### config.mk
export PLATFORM = sky130hd
export DESIGN_NAME = carrier_demod_cos
export DESIGN_NICKNAME = d
export VERILOG_FILES = /design/src/rtl/carrier_demod_cos.sv
export SDC_FILE = /design/constraint.sdc
export NUM_CORES = 1
export LEC_CHECK = 0
export ABC_AREA = 1
export CAP_MARGIN = 20
export CELL_PAD_IN_SITES_DETAIL_PLACEMENT = 0
export CELL_PAD_IN_SITES_GLOBAL_PLACEMENT = 2
export CORE_MARGIN = 5
export CORE_UTILIZATION = 39
export CTS_BUF_LIST = sky130_fd_sc_hd__clkbuf_8
export DETAILED_ROUTE_END_ITERATION = 10
export MAX_ROUTING_LAYER = met4
export PLACE_DENSITY = 0.95
export SKIP_CTS_REPAIR_TIMING = 1
export SYNTH_ARGS = -nofsm -noshare
export SYNTH_HDL_FRONTEND = slang
export SYNTH_SLANG_ARGS = --single-unit
### constraint.sdc
create_clock -name clk -period 8 [get_ports clk]
set_input_delay 1.2 -clock clk [delete_from_list [all_inputs] [get_ports clk]]
set_output_delay 1.2 -clock clk [all_outputs]
set_load 0.01 [all_outputs]
### src/rtl/carrier_demod_cos.sv
// In-phase carrier demodulator: shift-add cosine multiply, 16-sample integrate-and-dump, Gray I slicer.
// Optional build macro DEMOD_COS_ERR_EN drives err on overrange dumps and resync discards.
module carrier_demod_cos #(
  parameter int WIDTH_SYM = 16,
  parameter int ACC_W     = 22,
  parameter int THR       = 16384
) (
  input  logic                        clk,
  input  logic                        rst_n,
  input  logic signed [WIDTH_SYM-1:0] sample_in,
  input  logic                        sample_valid,
  input  logic                        sym_start,
  output logic signed [ACC_W-1:0]     acc_out,
  output logic [1:0]                  i_level,
  output logic                        out_valid,
  output logic                        err
);

  typedef enum logic [2:0] {C_ONE, C_ZERO, C_924, C_707, C_383} coef_t;

  localparam logic signed [ACC_W-1:0] L_THR   = ACC_W'(THR);
  localparam logic signed [ACC_W-1:0] L_NTHR  = -L_THR;
  localparam logic signed [ACC_W-1:0] L_THR2  = ACC_W'(2 * THR);
  localparam logic signed [ACC_W-1:0] L_NTHR2 = -L_THR2;

  function automatic coef_t coef_class(input logic [3:0] p);
    case (p)
      4'd0, 4'd8:                 return C_ONE;
      4'd4, 4'd12:                return C_ZERO;
      4'd1, 4'd7, 4'd9, 4'd15:    return C_924;
      4'd2, 4'd6, 4'd10, 4'd14:   return C_707;
      default:                    return C_383;
    endcase
  endfunction

  logic [3:0]                  r_phase;
  logic signed [WIDTH_SYM:0]   r_prod;
  logic                        r_prod_valid;
  logic                        r_prod_last;
  logic                        r_prod_resync;
  logic signed [ACC_W-1:0]     r_acc;
  logic signed [ACC_W-1:0]     r_acc_out;
  logic [1:0]                  r_level;
  logic                        r_out_valid;

  logic [3:0]                  w_phase;
  logic [WIDTH_SYM-1:0]        w_mag;
  logic [WIDTH_SYM:0]          w_m;
  logic [WIDTH_SYM:0]          w_mag_prod;
  logic                        w_neg;
  logic signed [WIDTH_SYM:0]   w_prod;
  logic signed [ACC_W-1:0]     w_prod_ext;
  logic signed [ACC_W-1:0]     w_sum;
  logic [1:0]                  w_level;

  // Shifts act on the unsigned magnitude so truncation is symmetric for +/- samples.
  // NOTE: every always_comb output gets a default first so no latch can be inferred.
  always_comb begin
    w_phase    = sym_start ? 4'd0 : r_phase;
    w_mag      = sample_in[WIDTH_SYM-1] ? WIDTH_SYM'(-sample_in) : WIDTH_SYM'(sample_in);
    w_m        = {1'b0, w_mag};
    w_mag_prod = '0;
    case (coef_class(w_phase))
      C_ONE:  w_mag_prod = w_m;
      C_924:  w_mag_prod = (w_m >> 1) + (w_m >> 2) + (w_m >> 3) + (w_m >> 5)
                         + (w_m >> 6) + (w_m >> 9);
      C_707:  w_mag_prod = (w_m >> 1) + (w_m >> 3) + (w_m >> 4) + (w_m >> 6)
                         + (w_m >> 8);
      C_383:  w_mag_prod = (w_m >> 2) + (w_m >> 3) + (w_m >> 8) + (w_m >> 9)
                         + (w_m >> 10) + (w_m >> 11) + (w_m >> 12);
      default: w_mag_prod = '0;
    endcase
    w_neg  = sample_in[WIDTH_SYM-1] ^ ((w_phase >= 4'd5) && (w_phase <= 4'd11));
    w_prod = w_neg ? -$signed(w_mag_prod) : $signed(w_mag_prod);
  end

  always_comb begin
    w_prod_ext = {{(ACC_W-WIDTH_SYM-1){r_prod[WIDTH_SYM]}}, r_prod};
    w_sum      = r_acc + w_prod_ext;
    if (w_sum < L_NTHR)      w_level = 2'b00;
    else if (w_sum < 0)      w_level = 2'b01;
    else if (w_sum < L_THR)  w_level = 2'b11;
    else                     w_level = 2'b10;
  end

  // Stage 1: accept sample, advance phase, register product.
  // NOTE: sequential state uses non-blocking assignments so every register samples pre-edge values.
  always_ff @(posedge clk or negedge rst_n) begin
    if (!rst_n) begin
      r_phase       <= '0;
      r_prod        <= '0;
      r_prod_valid  <= 1'b0;
      r_prod_last   <= 1'b0;
      r_prod_resync <= 1'b0;
    end else begin
      r_prod_valid <= sample_valid;
      if (sample_valid) begin
        r_phase       <= w_phase + 4'd1;
        r_prod        <= w_prod;
        r_prod_last   <= (w_phase == 4'd15);
        r_prod_resync <= sym_start && (r_phase != 4'd0);
      end
    end
  end

  // Stage 2: accumulate; dump on phase 15, restart on a resync product.
  always_ff @(posedge clk or negedge rst_n) begin
    if (!rst_n) begin
      r_acc       <= '0;
      r_acc_out   <= '0;
      r_level     <= 2'b00;
      r_out_valid <= 1'b0;
    end else begin
      r_out_valid <= 1'b0;
      if (r_prod_valid) begin
        if (r_prod_resync) begin
          r_acc <= w_prod_ext;
        end else if (r_prod_last) begin
          r_acc       <= '0;
          r_acc_out   <= w_sum;
          r_level     <= w_level;
          r_out_valid <= 1'b1;
        end else begin
          r_acc <= w_sum;
        end
      end
    end
  end

`ifdef DEMOD_COS_ERR_EN
  logic r_err;
  always_ff @(posedge clk or negedge rst_n) begin
    if (!rst_n) r_err <= 1'b0;
    else        r_err <= r_prod_valid &&
                         (r_prod_resync ||
                          (r_prod_last && ((w_sum >= L_THR2) || (w_sum <= L_NTHR2))));
  end
  assign err = r_err;
`else
  assign err = 1'b0;
`endif

  assign acc_out   = r_acc_out;
  assign i_level   = r_level;
  assign out_valid = r_out_valid;

endmodule

==> results.txt, run 1 <==
----------------------------------------------------
[Run status]
  Result of the run ... complete, no violations

[Setup path]
  Kind of cell with the highest combined delay on the critical path ... adder cells
  Length in cells of the worst reg-to-reg path ... 20
  Buf/Inv on CP ... 5
  Nature of the critical path endpoint ... flop
  Crit path launch type ... primary input
  Most prevalent standard cell on the critical path ... nand2_1
  Data required time at the worst endpoint ... 8240 ps
  Data arrival at the endpoint of the critical path ... roughly 7500 ps
  Critical-path maximum fanout ... 6
  Critical path type ... primary input to flop
  Slowest CP cell ... fa_1
  Number of cells on the critical path ... 32
  Largest stage delay on the critical path ... 550 ps

[Power and ir drop]
  Proportion of power drawn by the clock network ... roughly 7.6%
  Internal power component ... 2084 uW
  Sequential cell fraction of total power ... approximately 12%
  Post-layout power ... 4759 uW
  Net load switching power ... 2674 uW
  PD cells ... around 380 mW/mm^2
  Share of total power consumed by net switching ... between 50% and 60%
  Leakage component of the power ... about 0.007 uW
  Highest ir drop seen on vdd ... roughly 0.00013 V
  Relative contribution of combinational cells to total power ... between 80% and 90%

[Routing]
  Sum of routed wire length over all layers ... ~34000 um
  Antenna Nets Post-Route ... 0
  Iter 0 DRT Violations ... approximately 740
  Routed WL per cell ... approximately 16 um
  Vias per cell ... between 4 and 5
  Number of vias in the routed layout ... around 11000
  DRC viols ... 0
  Router iterations before antenna repair ... 5

[Global route]
  Number of antenna violations at the first check in global routing ... 0
  Pin count of the biggest net entering global routing ... slightly above 70
  Global-route wire length before repair ... approximately 55000 um
  Number of global-route vias before repair ... just over 10000
  GRT Resource Usage Total ... 21.52%
  Overflow after GRT ... 0

[Synth]
  Dominant register cell in the synthesized netlist ... dfrtp_1
  Synth warnings ... 0
  Number of synthesized register bits ... between 70 and 80
  Mean cell area of the mapped netlist ... between 6 and 7 um^2
  Number of distinct library cells after synthesis ... 49
  Synthesized Nets ... approximately 1900
  Proportion of register bits with asynchronous set or reset after synthesis ... 100.0%
  Count of flip-flops with a built-in enable after synthesis ... 0
  Post-synthesis cell count ... 1686
  Post-Synthesis Cell Area ... between 0.01 and 0.015 mm^2
  Sequential area share after synthesis ... between 10% and 20%

[Clock tree]
  Maximum buffer depth of the clock tree ... 2
  Clock-pin slew reported for the worst setup and hold paths after clock tree synthesis ... around 80 ps
  H-tree depth reported by CTS ... 3
  Number of clock sinks seen by CTS ... 71
  Number of buffers created by CTS ... 9
  Root buf cell ... clkbuf_8
  TritonCTS clock tree ... yes
  Clock latency at the later pin of the worst-skew pair ... about 350 ps

[STA]
  Finish-stage setup viols ... 0
  Post-route minimum period ... ~7200 ps
  Max Clock Freq ... 0.1382 GHz
  Tightest Pin Transition ... around 920 ps
  Clock Skew ... 16.28 ps
  Rel. slew slack ... between 30% and 40%
  RSZ-0062 raised after global routing ... false
  Aggregate negative setup slack ... 0 ps
  Share of the cycle needed by the critical path after routing ... around nine tenths
  Final hold violation count ... 0
  Slew Viols, Final ... 0

[Floorplan]
  Total I/O pin count ... 46
  Die outline width ... ~180 um
  Floorplan row count ... 62
  Die Outline Area ... around 0.033 mm^2
  Chip height ... around 180 um
  Effective utilization at floorplan ... about two fifths
  Area inside the core boundary ... about 0.029 mm^2

[Worst hold path]
  Min-Delay Path Class ... flop to flop
  Hold Path Cell Cnt ... 2

[Cells and area]
  P&R area growth vs syn ... 9.966%
  Ratio of cells with drive above 1 in the final layout ... under 10%
  Nets@finish ... approximately 2000
  Final standard cell count with taps included and fillers excluded ... approximately 2100
  Inserted Diodes ... 0

[Place]
  Global placement routability congestion ... approximately 0.99
  DP Wirelength ... 28700 um
  Port Buffers ... 44
  Cell count after placement ... between 2000 and 2500

[Job]
  Maxcap violations ... 0

----------------------------------------------------
## sequential cells by signal, summed over array words and instances, names as in the netlist
name           flops
r_acc             22
acc_out           22
r_phase            4
r_prod            17
i_level            2
out_valid          1
r_prod_valid       1
r_prod_resync      1
r_prod_last        1
## final timing paths
kind                                          end              startpoint  slack (ps)
min in group asynchronous    r_acc[1]$_DFFE_PN0P_                   rst_n         980
max                        r_prod[14]$_DFFE_PN0P_            sample_in[0]         770
min                        acc_out[2]$_DFFE_PN0P_  acc_out[2]$_DFFE_PN0P_         480
max reg2reg                r_prod[14]$_DFFE_PN0P_  r_phase[1]$_DFFE_PN0P_        4440
min reg2reg                acc_out[2]$_DFFE_PN0P_  acc_out[2]$_DFFE_PN0P_         480
max in group asynchronous   r_prod[7]$_DFFE_PN0P_                   rst_n        6430
## worst reg2reg max path, delay by kind of cell (launching register included)
| kind | cells | cell delay [ps] |
|---|---|---|
| flops | 1 | 400 |
| simple gates | 12 | 1610 |
| compound gates | 2 | 430 |
| fa+ha+maj | 2 | 420 |
| buf+inv | 4 | 600 |
## power by group through the flow
stage / sequential, uW / combinational (uW) / clock [uW]
after floorplan: 580 / 2820 / 0
after global placement: 591 / 3780 / 0
after detailed placement: 592 / 3780 / 0
after CTS: 586 / 3800 / 367
after global routing: 602 / 4360 / 380
final: 586 / 3810 / 360
## synth_stat cells, drive strengths merged, types with 6 or more instances
master,count,area (um^2)
buf,14,96.34
fa,67,1341
xnor2,12,105.1
inv,300,1129
xor2,42,375.4
ha,144,1802
a21o,6,45.04
o21bai,12,101.4
dfrtp,71,1777
nor3,9,45.04
nand3b,17,127.6
clkbuf,17,63.81
a21oi,92,468.0
nand2,524,2048
nand3,131,688.2
nor2,126,500.5
o21ai,51,266.5
or2,10,62.56
nand4,18,112.6
## stage by stage
stage	util, %	hold WS, ps	instance area (um^2)	worst slack [ps]
after floorplan	-	453.0	11320	1482
after global placement	42.53	457.3	12210	360.1
after detailed placement	42.53	464.4	12210	410.0
after CTS	43.39	484.3	12450	786.7
after global routing	43.39	491.5	12450	307.9
final	43.39	476.5	12450	765.0
## logic make-up after synthesis
logic type | Yosys count | share of synthesized area [%]
AND/OR/NAND/NOR | 839 | 31.88
buffers and inverters | 331 | 11.38
adder cells (fa/ha/maj) | 211 | 27.75
AO/OA/AOI/OAI | 179 | 9.027
flip-flops | 71 | 15.69
XOR/XNOR | 54 | 4.243
other | 1 | 0.03311
## cell type report
cell class,count,area [um^2]
fill,3074,16250
multi-input combinational,1284,8264
sequential,71,1777
inverter,300,1129
timing repair buffer,60,558.0
tap,384,480.5
clock buffer,10,137.6
clock inverter,6,107.6
## routing by layer
metal | vias up | wire, um | GRT usage (%) | part of all wire [%]
met2 | 215 | 16670 | 36.85 | 49
met5 | - | 0 | - | 0
met4 | 0 | 618 | 4.598 | 1.8
met3 | 37 | 1153 | 1.433 | 3.4
li1 | 5394 | - | - | -
met1 | 4893 | 15790 | 28.24 | 46
## placed cells by master, fill, tap and decap left out, types with 4 or more instances in the layout
cell type and count:
nand2_1 507, inv_1 296, ha_1 144, nand3_1 126
nor2_1 121, a21oi_1 90, dfrtp_1 71, fa_1 67
clkdlybuf4s50_1 43, o21ai_0 42, xor2_1 41, nand4_1 18
nand3b_1 17, buf_4 17, xnor2_1 12, o21bai_1 11
nand2_2 11, clkbuf_8 10, or2_2 9, nor3_1 8
a21o_1 6, o21ai_1 6, nand2_4 5, inv_2 4
nand3_2 4
No activity file was read; power rests on OpenSTA's default activity.
==> run 2, diff against run 1 <==
--- a/config.mk
+++ b/config.mk
@@ -12,6 +12,7 @@
 export CORE_MARGIN = 5
 export CORE_UTILIZATION = 39
 export CTS_BUF_LIST = sky130_fd_sc_hd__clkbuf_8
+export CTS_CLUSTER_SIZE = 20
 export DETAILED_ROUTE_END_ITERATION = 10
 export MAX_ROUTING_LAYER = met4
 export PLACE_DENSITY = 0.95
==> results of run 2 <==
The final DEF is identical to that of run 1; final timing and power are the same.
